$ cat config.mk
export PLATFORM = sky130hd
export DESIGN_NAME = lockstep_monitor
export DESIGN_NICKNAME = d
export VERILOG_FILES = /design/src/rtl/lockstep_pkg.sv /design/src/rtl/sat_counter.sv /design/src/rtl/lockstep_monitor.sv
export SDC_FILE = /design/constraint.sdc
export NUM_CORES = 1
export LEC_CHECK = 0
export CORE_ASPECT_RATIO = 0.9
export CORE_MARGIN = 2
export CORE_UTILIZATION = 30
export CTS_BUF_LIST = sky130_fd_sc_hd__clkbuf_4
export DETAILED_ROUTE_END_ITERATION = 12
export GPL_TIMING_DRIVEN = 1
export HOLD_SLACK_MARGIN = 0.12
export SYNTH_ARGS = -nofsm -noshare
export SYNTH_HDL_FRONTEND = slang
export SYNTH_SLANG_ARGS = --single-unit
$ cat constraint.sdc
create_clock -name wb_clk_i -period 2.75 [get_ports wb_clk_i]
set_input_delay 0.55 -clock wb_clk_i [delete_from_list [all_inputs] [get_ports wb_clk_i]]
set_output_delay 0.55 -clock wb_clk_i [all_outputs]
set_load 0.005 [all_outputs]
$ cat src/rtl/lockstep_pkg.sv
// rtl/lockstep_pkg.sv - lockstep monitor shared types, register map and compare helpers
package lockstep_pkg;

  typedef enum logic [1:0] {
    ST_IDLE    = 2'd0,
    ST_RUN     = 2'd1,
    ST_SUSPECT = 2'd2,
    ST_FAULT   = 2'd3
  } state_e;

  localparam logic [1:0] ADR_CTRL   = 2'd0;
  localparam logic [1:0] ADR_STATUS = 2'd1;
  localparam logic [1:0] ADR_COUNT  = 2'd2;
  localparam logic [1:0] ADR_LAST   = 2'd3;

  localparam int CTRL_EN_BIT  = 0;
  localparam int CTRL_CLR_BIT = 1;

  localparam int STAT_STATE_LSB   = 0;
  localparam int STAT_FAULT_BIT   = 2;
  localparam int STAT_CMP_ERR_BIT = 3;
  localparam int STAT_STREAK_LSB  = 4;

  localparam int STREAK_W = 4;
  localparam int LAST_W   = 10;

  // Field order gives the LAST register layout {alu1, alu2, carry1, carry2}.
  typedef struct packed {
    logic [3:0] alu1;
    logic [3:0] alu2;
    logic       carry1;
    logic       carry2;
  } capture_t;

  function automatic logic is_mismatch(input capture_t s);
    return (s.alu1 != s.alu2) || (s.carry1 != s.carry2);
  endfunction

  function automatic logic is_cmp_err(input capture_t s, input logic [3:0] cmp_x,
                                      input logic cmp_y);
    return (cmp_x != (s.alu1 ^ s.alu2)) || (cmp_y != (s.carry1 ^ s.carry2));
  endfunction

endpackage

$ cat src/rtl/sat_counter.sv
// rtl/sat_counter.sv - up counter that sticks at all-ones, with synchronous clear
module sat_counter #(
  parameter int WIDTH = 16
) (
  input  logic             clk_i,
  input  logic             rst_ni,
  input  logic             inc_i,
  input  logic             clr_i,
  output logic [WIDTH-1:0] cnt_o
);

  logic [WIDTH-1:0] cnt_q;
  logic [WIDTH-1:0] cnt_d;

  always_comb begin
    cnt_d = cnt_q;
    if (clr_i) begin
      cnt_d = '0;
    end else if (inc_i && (cnt_q != {WIDTH{1'b1}})) begin
      cnt_d = cnt_q + 1'b1;
    end
  end

  always_ff @(posedge clk_i or negedge rst_ni) begin
    if (!rst_ni) begin
      cnt_q <= '0;
    end else begin
      cnt_q <= cnt_d;
    end
  end

  assign cnt_o = cnt_q;

endmodule

$ cat src/rtl/lockstep_monitor.sv
// rtl/lockstep_monitor.sv - dual-ALU lockstep checker with Wishbone status/control
module lockstep_monitor
  import lockstep_pkg::*;
#(
  parameter int THRESH = 3,
  parameter int CNT_W  = 16
) (
  input  logic        wb_clk_i,
  input  logic        wb_rst_ni,
  input  logic        sample_i,
  input  logic [3:0]  alu_out1_i,
  input  logic [3:0]  alu_out2_i,
  input  logic        carry1_i,
  input  logic        carry2_i,
  input  logic [3:0]  cmp_x_i,
  input  logic        cmp_y_i,
  input  logic        wbs_stb_i,
  input  logic        wbs_cyc_i,
  input  logic        wbs_we_i,
  input  logic [31:0] wbs_adr_i,
  input  logic [31:0] wbs_dat_i,
  output logic        wbs_ack_o,
  output logic [31:0] wbs_dat_o,
  output logic        fault_o,
  output logic        cmp_err_o
);

  // Reset asserts immediately, releases two clocks after wb_rst_ni rises.
  logic [1:0] rst_sync_q;
  logic       rst_n;

  always_ff @(posedge wb_clk_i or negedge wb_rst_ni) begin
    if (!wb_rst_ni) begin
      rst_sync_q <= 2'b00;
    end else begin
      rst_sync_q <= {rst_sync_q[0], 1'b1};
    end
  end

  assign rst_n = rst_sync_q[1];

  logic        ack_q;
  logic [31:0] dat_q;
  logic        en_q;
  logic        clr_q;
  logic        wb_req;
  logic        wb_wr_ctrl;
  logic [31:0] rdata;

  capture_t            smp_data_q;
  logic [3:0]          cmp_x_q;
  logic                cmp_y_q;
  logic                smp_q;
  state_e              state_q;
  logic [STREAK_W-1:0] streak_q;
  logic [STREAK_W-1:0] streak_d;
  logic                cmp_err_q;
  logic                captured_q;
  capture_t            last_q;
  logic                mis;
  logic                chk;
  logic                active;
  logic [CNT_W-1:0]    smp_cnt;
  logic [CNT_W-1:0]    mis_cnt;
  logic                unused_bits;

  assign unused_bits = ^{wbs_adr_i[31:4], wbs_adr_i[1:0], wbs_dat_i[31:2]};

  assign wb_req     = wbs_stb_i && wbs_cyc_i && !ack_q;
  assign wb_wr_ctrl = wb_req && wbs_we_i && (wbs_adr_i[3:2] == ADR_CTRL);

  always_comb begin
    rdata = '0;
    unique case (wbs_adr_i[3:2])
      ADR_CTRL: begin
        rdata[CTRL_EN_BIT] = en_q;
      end
      ADR_STATUS: begin
        rdata[STAT_STATE_LSB +: 2]         = state_q;
        rdata[STAT_FAULT_BIT]              = fault_o;
        rdata[STAT_CMP_ERR_BIT]            = cmp_err_q;
        rdata[STAT_STREAK_LSB +: STREAK_W] = streak_q;
      end
      ADR_COUNT: begin
        rdata[2*CNT_W-1:0] = {mis_cnt, smp_cnt};
      end
      ADR_LAST: begin
        rdata[LAST_W-1:0] = last_q;
      end
      default: rdata = '0;
    endcase
  end

  always_ff @(posedge wb_clk_i or negedge rst_n) begin
    if (!rst_n) begin
      ack_q <= 1'b0;
      dat_q <= '0;
      en_q  <= 1'b0;
      clr_q <= 1'b0;
    end else begin
      ack_q <= wb_req;
      dat_q <= (wb_req && !wbs_we_i) ? rdata : '0;
      clr_q <= wb_wr_ctrl && wbs_dat_i[CTRL_CLR_BIT];
      if (wb_wr_ctrl) begin
        en_q <= wbs_dat_i[CTRL_EN_BIT];
      end
    end
  end

  // A sample arriving while a clear is pending is dropped so the clear wins.
  always_ff @(posedge wb_clk_i or negedge rst_n) begin
    if (!rst_n) begin
      smp_q      <= 1'b0;
      smp_data_q <= '0;
      cmp_x_q    <= '0;
      cmp_y_q    <= 1'b0;
    end else begin
      smp_q <= sample_i && !clr_q;
      if (sample_i) begin
        smp_data_q <= '{alu1: alu_out1_i, alu2: alu_out2_i,
                        carry1: carry1_i, carry2: carry2_i};
        cmp_x_q    <= cmp_x_i;
        cmp_y_q    <= cmp_y_i;
      end
    end
  end

  assign mis      = is_mismatch(smp_data_q);
  assign chk      = is_cmp_err(smp_data_q, cmp_x_q, cmp_y_q);
  assign active   = smp_q && (state_q != ST_IDLE) && !clr_q;
  assign streak_d = streak_q + 1'b1;

  always_ff @(posedge wb_clk_i or negedge rst_n) begin
    if (!rst_n) begin
      state_q    <= ST_IDLE;
      streak_q   <= '0;
      cmp_err_q  <= 1'b0;
      captured_q <= 1'b0;
      last_q     <= '0;
    end else if (clr_q) begin
      state_q    <= en_q ? ST_RUN : ST_IDLE;
      streak_q   <= '0;
      cmp_err_q  <= 1'b0;
      captured_q <= 1'b0;
      last_q     <= '0;
    end else begin
      if (active && chk) begin
        cmp_err_q <= 1'b1;
      end
      if (active && mis && !captured_q) begin
        last_q     <= smp_data_q;
        captured_q <= 1'b1;
      end
      unique case (state_q)
        ST_IDLE: begin
          if (en_q) begin
            state_q <= ST_RUN;
          end
        end
        ST_RUN: begin
          if (!en_q) begin
            state_q <= ST_IDLE;
          end else if (smp_q && mis) begin
            streak_q <= STREAK_W'(1);
            state_q  <= (THRESH == 1) ? ST_FAULT : ST_SUSPECT;
          end
        end
        ST_SUSPECT: begin
          if (!en_q) begin
            state_q  <= ST_IDLE;
            streak_q <= '0;
          end else if (smp_q && mis) begin
            streak_q <= streak_d;
            if (streak_d == STREAK_W'(THRESH)) begin
              state_q <= ST_FAULT;
            end
          end else if (smp_q) begin
            streak_q <= '0;
            state_q  <= ST_RUN;
          end
        end
        ST_FAULT: begin
          state_q <= ST_FAULT;
        end
        default: state_q <= ST_IDLE;
      endcase
    end
  end

  sat_counter #(.WIDTH(CNT_W)) u_sample_cnt (
    .clk_i  (wb_clk_i),
    .rst_ni (rst_n),
    .inc_i  (active),
    .clr_i  (clr_q),
    .cnt_o  (smp_cnt)
  );

  sat_counter #(.WIDTH(CNT_W)) u_mismatch_cnt (
    .clk_i  (wb_clk_i),
    .rst_ni (rst_n),
    .inc_i  (active && mis),
    .clr_i  (clr_q),
    .cnt_o  (mis_cnt)
  );

  assign fault_o   = (state_q == ST_FAULT);
  assign cmp_err_o = cmp_err_q;
  assign wbs_ack_o = ack_q;
  assign wbs_dat_o = dat_q;

endmodule

After elaboration in Yosys (flattened, before gate mapping)

Index checks and enable logic that the tools add are counted.

$add $sub $neg: 3
Equality and inequality tests: 19
Muxes and demuxes: 32
Bitwise gates (word level): 2
Reductions and logical operators: 31

Operators by type and width:

| cell                                                             | count |
|---|---|
| 16-bit 2-to-1 mux                                                | 4 |
| 16-bit by 1-bit adder with 16-bit output (second input constant) | 2 |
| 32-bit 2-to-1 mux                                                | 1 |
| 16-bit != test (second input constant)                           | 2 |
| 4-bit 2-to-1 mux                                                 | 6 |
| 22-bit 2-to-1 mux                                                | 1 |
| 7-bit one-hot mux with 3 select lines                            | 1 |
| 10-bit 2-to-1 mux                                                | 2 |
| 2-bit 2-to-1 mux                                                 | 8 |
| 1-bit logical AND                                                | 15 |
| 5-bit != test (second input constant)                            | 2 |
| 2-bit nonzero test                                               | 5 |
| 3-bit != test (second input constant)                            | 3 |
| 2-bit == test (second input constant)                            | 4 |
| 4-bit != test                                                    | 2 |
| 2-bit one-hot mux with 4 select lines                            | 1 |
| 4-bit one-hot mux with 2 select lines                            | 1 |
| 4-bit AND reduction                                              | 2 |
| 1-bit 2-to-1 mux                                                 | 5 |
| 4-bit by 1-bit adder with 4-bit output (second input constant)   | 1 |
| 2-bit by 1-bit == test with 1-bit output (second input constant) | 2 |
| 4-bit by 2-bit == test with 1-bit output (second input constant) | 1 |
| 1-bit logical NOT                                                | 4 |
| 2-bit logical NOT                                                | 2 |
| 8 further kinds                                                  | 10 |

Bits in registers: 103
Logic and storage cells: 109

Depth between registers and ports, before layout

Depth after elaboration: 7
Mapped depth: 8
Gate-level depth less buffers: 6

Cells and area by module

A second synthesis with hierarchy kept.

Cells, all modules: 450
Area total of the unflattened synthesis: 4971.0 um^2

By module, submodules not included:

| module           | times used | cells an instance | area each (um^2) | seq. area each (um^2) |
|---|---|---|---|---|
| lockstep_monitor | 1          | 254               | 3086.7           | 1776.7 |
| sat_counter      | 2          | 98                | 942.2            | 400.4 |

Worst setup path after synthesis

OpenSTA, ideal clock, no wires.

Path kind: reg2reg
Start: register u_sample_cnt.cnt_q[0] (netlist: u_sample_cnt.cnt_o[0])
End: register u_sample_cnt.cnt_q[12] (netlist: u_sample_cnt.cnt_o[12])
Arrival: 1.686 ns
Data required time: 2.630 ns
Slack: 0.943 ns
Cell stages (with the launch flop): 8
Path buffers: 1
Clock period less this slack: 1.807 ns
Cell sequence: dfrtp_1 ha_1 nand3_1 or4_4 buf_6 nor3_1 nand3_1 o211a_1

Cells in the longest elaborated chain, start to end: 3

Ends and longest elaborated chain:

| element                                                                    | RTL line                             | source |
|---|---|---|
| start, declared                                                            | sat_counter.sv:12                    | `logic [WIDTH-1:0] cnt_q;` |
| start signal, assigned                                                     | sat_counter.sv:28                    | `cnt_q <= cnt_d;` |
| 16-bit by 1-bit adder with 16-bit output or 16-bit != test (tied branches) | sat_counter.sv:20, sat_counter.sv:19 |  |
| 16-bit 2-to-1 mux or 1-bit logical AND (tied branches)                     | sat_counter.sv:19                    | `end else if (inc_i && (cnt_q != {WIDTH{1'b1}})) begin` |
| 16-bit 2-to-1 mux or 2-bit nonzero test (tied branches)                    | --                                   |  |

Parallel ways exist; a longest one is shown, timed or not. The select of a mux whose other input is x is not followed.
A chain may end at the register's enable or synchronous reset.

Final worst setup path

Start: register u_mismatch_cnt.cnt_q[0] (netlist: u_mismatch_cnt.cnt_o[0])
End: register u_mismatch_cnt.cnt_q[4] (netlist: u_mismatch_cnt.cnt_o[4])

Cells in the longest elaborated chain, start to end: 3

Ends and longest elaborated chain:

| element                                                                    | RTL line |
|---|---|
| start, declared                                                            | sat_counter.sv:12 |
| start signal, assigned                                                     | sat_counter.sv:28 |
| 16-bit by 1-bit adder with 16-bit output or 16-bit != test (tied branches) | sat_counter.sv:20, sat_counter.sv:19 |
| 16-bit 2-to-1 mux or 1-bit logical AND (tied branches)                     | sat_counter.sv:19 |
| 16-bit 2-to-1 mux or 2-bit nonzero test (tied branches)                    | -- |

Parallel ways exist; a longest one is shown, timed or not. The select of a mux whose other input is x is not followed.

==> results.md <==
- CTS resizes: 0
- Die H: 124 um
- EDFF count, synth: 0
- Ant diodes: 0
- Commonest non-fill, non-tap cell in the layout: dfrtp_1
- Cell chain of the critical path: ha_1 > nand2_1 > nor2_1 > and4_1 > buf_4 > o311ai_0 > o41ai_1
- Clock Skew: between 0.015 and 0.02 ns
- Post-Synthesis Cells: around 430
- Setup_tns: 0 ns
- Unrepaired setup endpoints after global routing: no
- Multiplexer share of the synthesized area: 0.0950
- CTS Hold Bufs: 0
- Register bit count reported by yosys: 103
- Final setup viols: 0
- Sequential area share after synthesis: 0.539
- First-pass GRT wire length: 17.6 mm
- Crit-path max FO: 16
- Number of I/O pins: 120
- Maximum clock path buffer count: 2
- 1st-pass router iterations: 4
- Critical path startpoint category: register
- Slew @ Worst Pin: 0.744 ns
- Synth async-reset ratio: 1.00
- Placer congestion estimate: 0.824
- Core area: 0.0155 mm^2
- Area Growth Syn to Fin: 20.1%
- CP Buf/Inv Count: 1
- Grt total ovfl: 0
- Unique masters post-synth: 56
- Buffers on Ports: 59
- Commonest non-fill, non-tap cells in the layout: 102 x dfrtp_1, 59 x clkdlybuf4s50_1, 33 x mux2_2
- DIE AREA: 0.0170 mm^2
- Remaining DRCs: 0
- Largest net degree at the start of global routing: 59
- Critical path arrival: around 2.7 ns
- Fin crit share: 0.830
- Synth warn: 0
- Fin. max-slew vios: 0
- Initial Util: 0.309
- Detailed-route via count: roughly 3400
- CP Capture Type: register
- Status: finished, final reports clean
- Period minus WS final: 2.28 ns
- Largest family of logic cells by synthesized area: simple AND/OR/NAND/NOR gates
- XOR/XNOR share of the synthesized area: 0.0330
- CTS tree: built
- MaxCap Viol Count: 0
- Post-CTS Setup Inserts: 0
- Synth Area in Simple Gates: 0.179
- Slew margin rel.: 0.503
- Final net count: roughly 570
- Share of layout cells above drive strength 1: 0.145
- Worst path required time: 3.12 ns
- CP Class: register to register
- Initial antenna violation count: 0
- Clock Tree Root: clkbuf_4
- Placed Instance Area: 0.00560 mm^2
- Fin area: 0.00575 mm^2
- Clk sinks: 103
- Clk_lat worst skew: 0.48 ns
- VDD IR max: 0.348 mV
- Synth Area in Compound Gates: 0.114
- Slowest CP cell: and4_1
- FMAX: 438 MHz
- Avg Cell Area, Syn: ~11 um^2
- Synth Net Count: 518
- Static leakage: 2.41 nW
- Cell Area, Synth: 0.00478 mm^2
- Row cnt: 43
- DR WL/cell: about 15 um
- R2R Setup Slk: 0.47 ns
- Vias per inst: 4.94
- H-tree Lvls: 3
- ANT nets after route: 0
- Vias in the first global route: 3413
- Num CTS Buffers: 9
- Clock transition at path regs: 0.15 ns
- PwrDens: 589 mW/mm^2
- Starting DRT DRC Count: 191
- Gr usage total: 0.134
- Cell family with most CP delay: simple AND/OR/NAND/NOR gates
- Post-Route WL: 10.5 mm
- Fin. Hold Viols: 0
- Slowest stage delay, CP: roughly 0.56 ns
- Fillers: roughly 1600
- Post-Synth Adder-Cell Area: 0.0105
- Final HPWL from detailed placement: 7.32 mm
- Die Width: approximately 140 um
- Post-synth top flop: dfrtp_1
- HP Class: input port to async pin
[through the flow]
| step | total power [W] | hold WS (ns) | util | worst slack [ns] | instances |
|---|---|---|---|---|---|
| global placement | 0.00259 | 0.336 | 0.362 | 0.464 | 676 |
| finish | 0.00338 | 0.223 | 0.371 | 0.466 | 692 |
| CTS | 0.00343 | 0.183 | 0.371 | 0.413 | 692 |
| global route | 0.00360 | 0.172 | 0.371 | 0.195 | 692 |
| detailed placement | 0.00262 | 0.340 | 0.362 | 0.438 | 676 |
| floorplan | 0.00237 | 0.254 | - | 0.943 | 429 |
[layer usage]
layer / track usage / share of wire
met4: 0.0387 / 0.014
met3: 0.0411 / 0.053
met2: 0.200 / 0.45
met5: 0 / 0
met1: 0.187 / 0.48
[worst register-to-register path, stage by stage (launching register included)]
cell and delay, ns:
dfrtp_1 0.44, ha_1 0.21, nand2_1 0.09, nor2_1 0.37, and4_1 0.56, buf_4 0.26, o311ai_0 0.15, o41ai_1 0.09
[flip-flops by register name (all words and copies together) (netlist names)]
name / count
u_sample_cnt.cnt_o: 16
streak_q: 4
cmp_x_q: 4
captured_q: 1
wbs_ack_o: 1
smp_data_q: 10
clr_q: 1
rst_sync_q: 2
cmp_y_q: 1
state_q: 2
smp_q: 1
wbs_dat_o: 32
en_q: 1
cmp_err_o: 1
u_mismatch_cnt.cnt_o: 16
last_q: 10
[report_power, final]
part | switching, W | internal [W]
Combinational | 0.000325 | 0.000352
Sequential | 0.000210 | 0.00170
Clock | 0.000498 | 0.000298
Total | 0.00103 | 0.00235
[layout make-up]
type / count / area (um^2) / share of cell area
clock buffers: 11 / 82.6 / 0.0144
clock inverters: 5 / 58.8 / 0.0102
inverters: 11 / 41.3 / 0.00719
multi-input cells: 293 / 2070 / 0.360
flip-flops and latches: 103 / 2580 / 0.449
well taps: 202 / 253 / 0.0440
repair buffers: 67 / 663 / 0.115
[logic make-up after synthesis]
group	count (synthesis)
and+or+nand+nor	151
DFF	103
AOI/OAI and AO/OA	79
muxes	40
buffers and inverters	33
xor gates and xnor gates	18
adders and majority gates	4
other	1
[path summary, 6_finish.rpt]
path	startpoint	to	cells past startpoint
max	u_mismatch_cnt.cnt_o[0]	u_mismatch_cnt.cnt_o[4]	7
min	wb_rst_ni	rst_sync_q[1]	1
max reg2reg	u_mismatch_cnt.cnt_o[0]	u_mismatch_cnt.cnt_o[4]	7
min reg2reg	rst_sync_q[1]	wbs_dat_o[26]	0
max in group asynchronous	rst_sync_q[1]	wbs_dat_o[28]	1
min in group wb_clk_i	rst_sync_q[0]	rst_sync_q[1]	0
[Yosys cell counts (all sizes together), types with 3 or more instances]
master | count | area share
buf | 11 | 0.012
xnor2 | 11 | 0.020
nor2b | 17 | 0.022
o21a | 3 | 0.0047
or3 | 5 | 0.0065
o311ai | 5 | 0.0092
o211ai | 5 | 0.0089
nand3 | 14 | 0.015
inv | 11 | 0.0086
nand4 | 6 | 0.0092
xor2 | 7 | 0.013
mux2i | 6 | 0.013
or4 | 7 | 0.012
mux2 | 33 | 0.078
and4 | 4 | 0.0073
a22oi | 7 | 0.011
o41ai | 5 | 0.0092
nand2 | 22 | 0.017
nor4 | 6 | 0.011
nor2 | 30 | 0.026
nor3 | 6 | 0.0063
o21ai | 17 | 0.019
ha | 4 | 0.010
and2 | 25 | 0.033
dfrtp | 103 | 0.54
nor3b | 3 | 0.0047
clkbuf | 11 | 0.0086
a21oi | 19 | 0.020
o31ai | 6 | 0.0094
No activity file was read; power rests on OpenSTA's default activity.
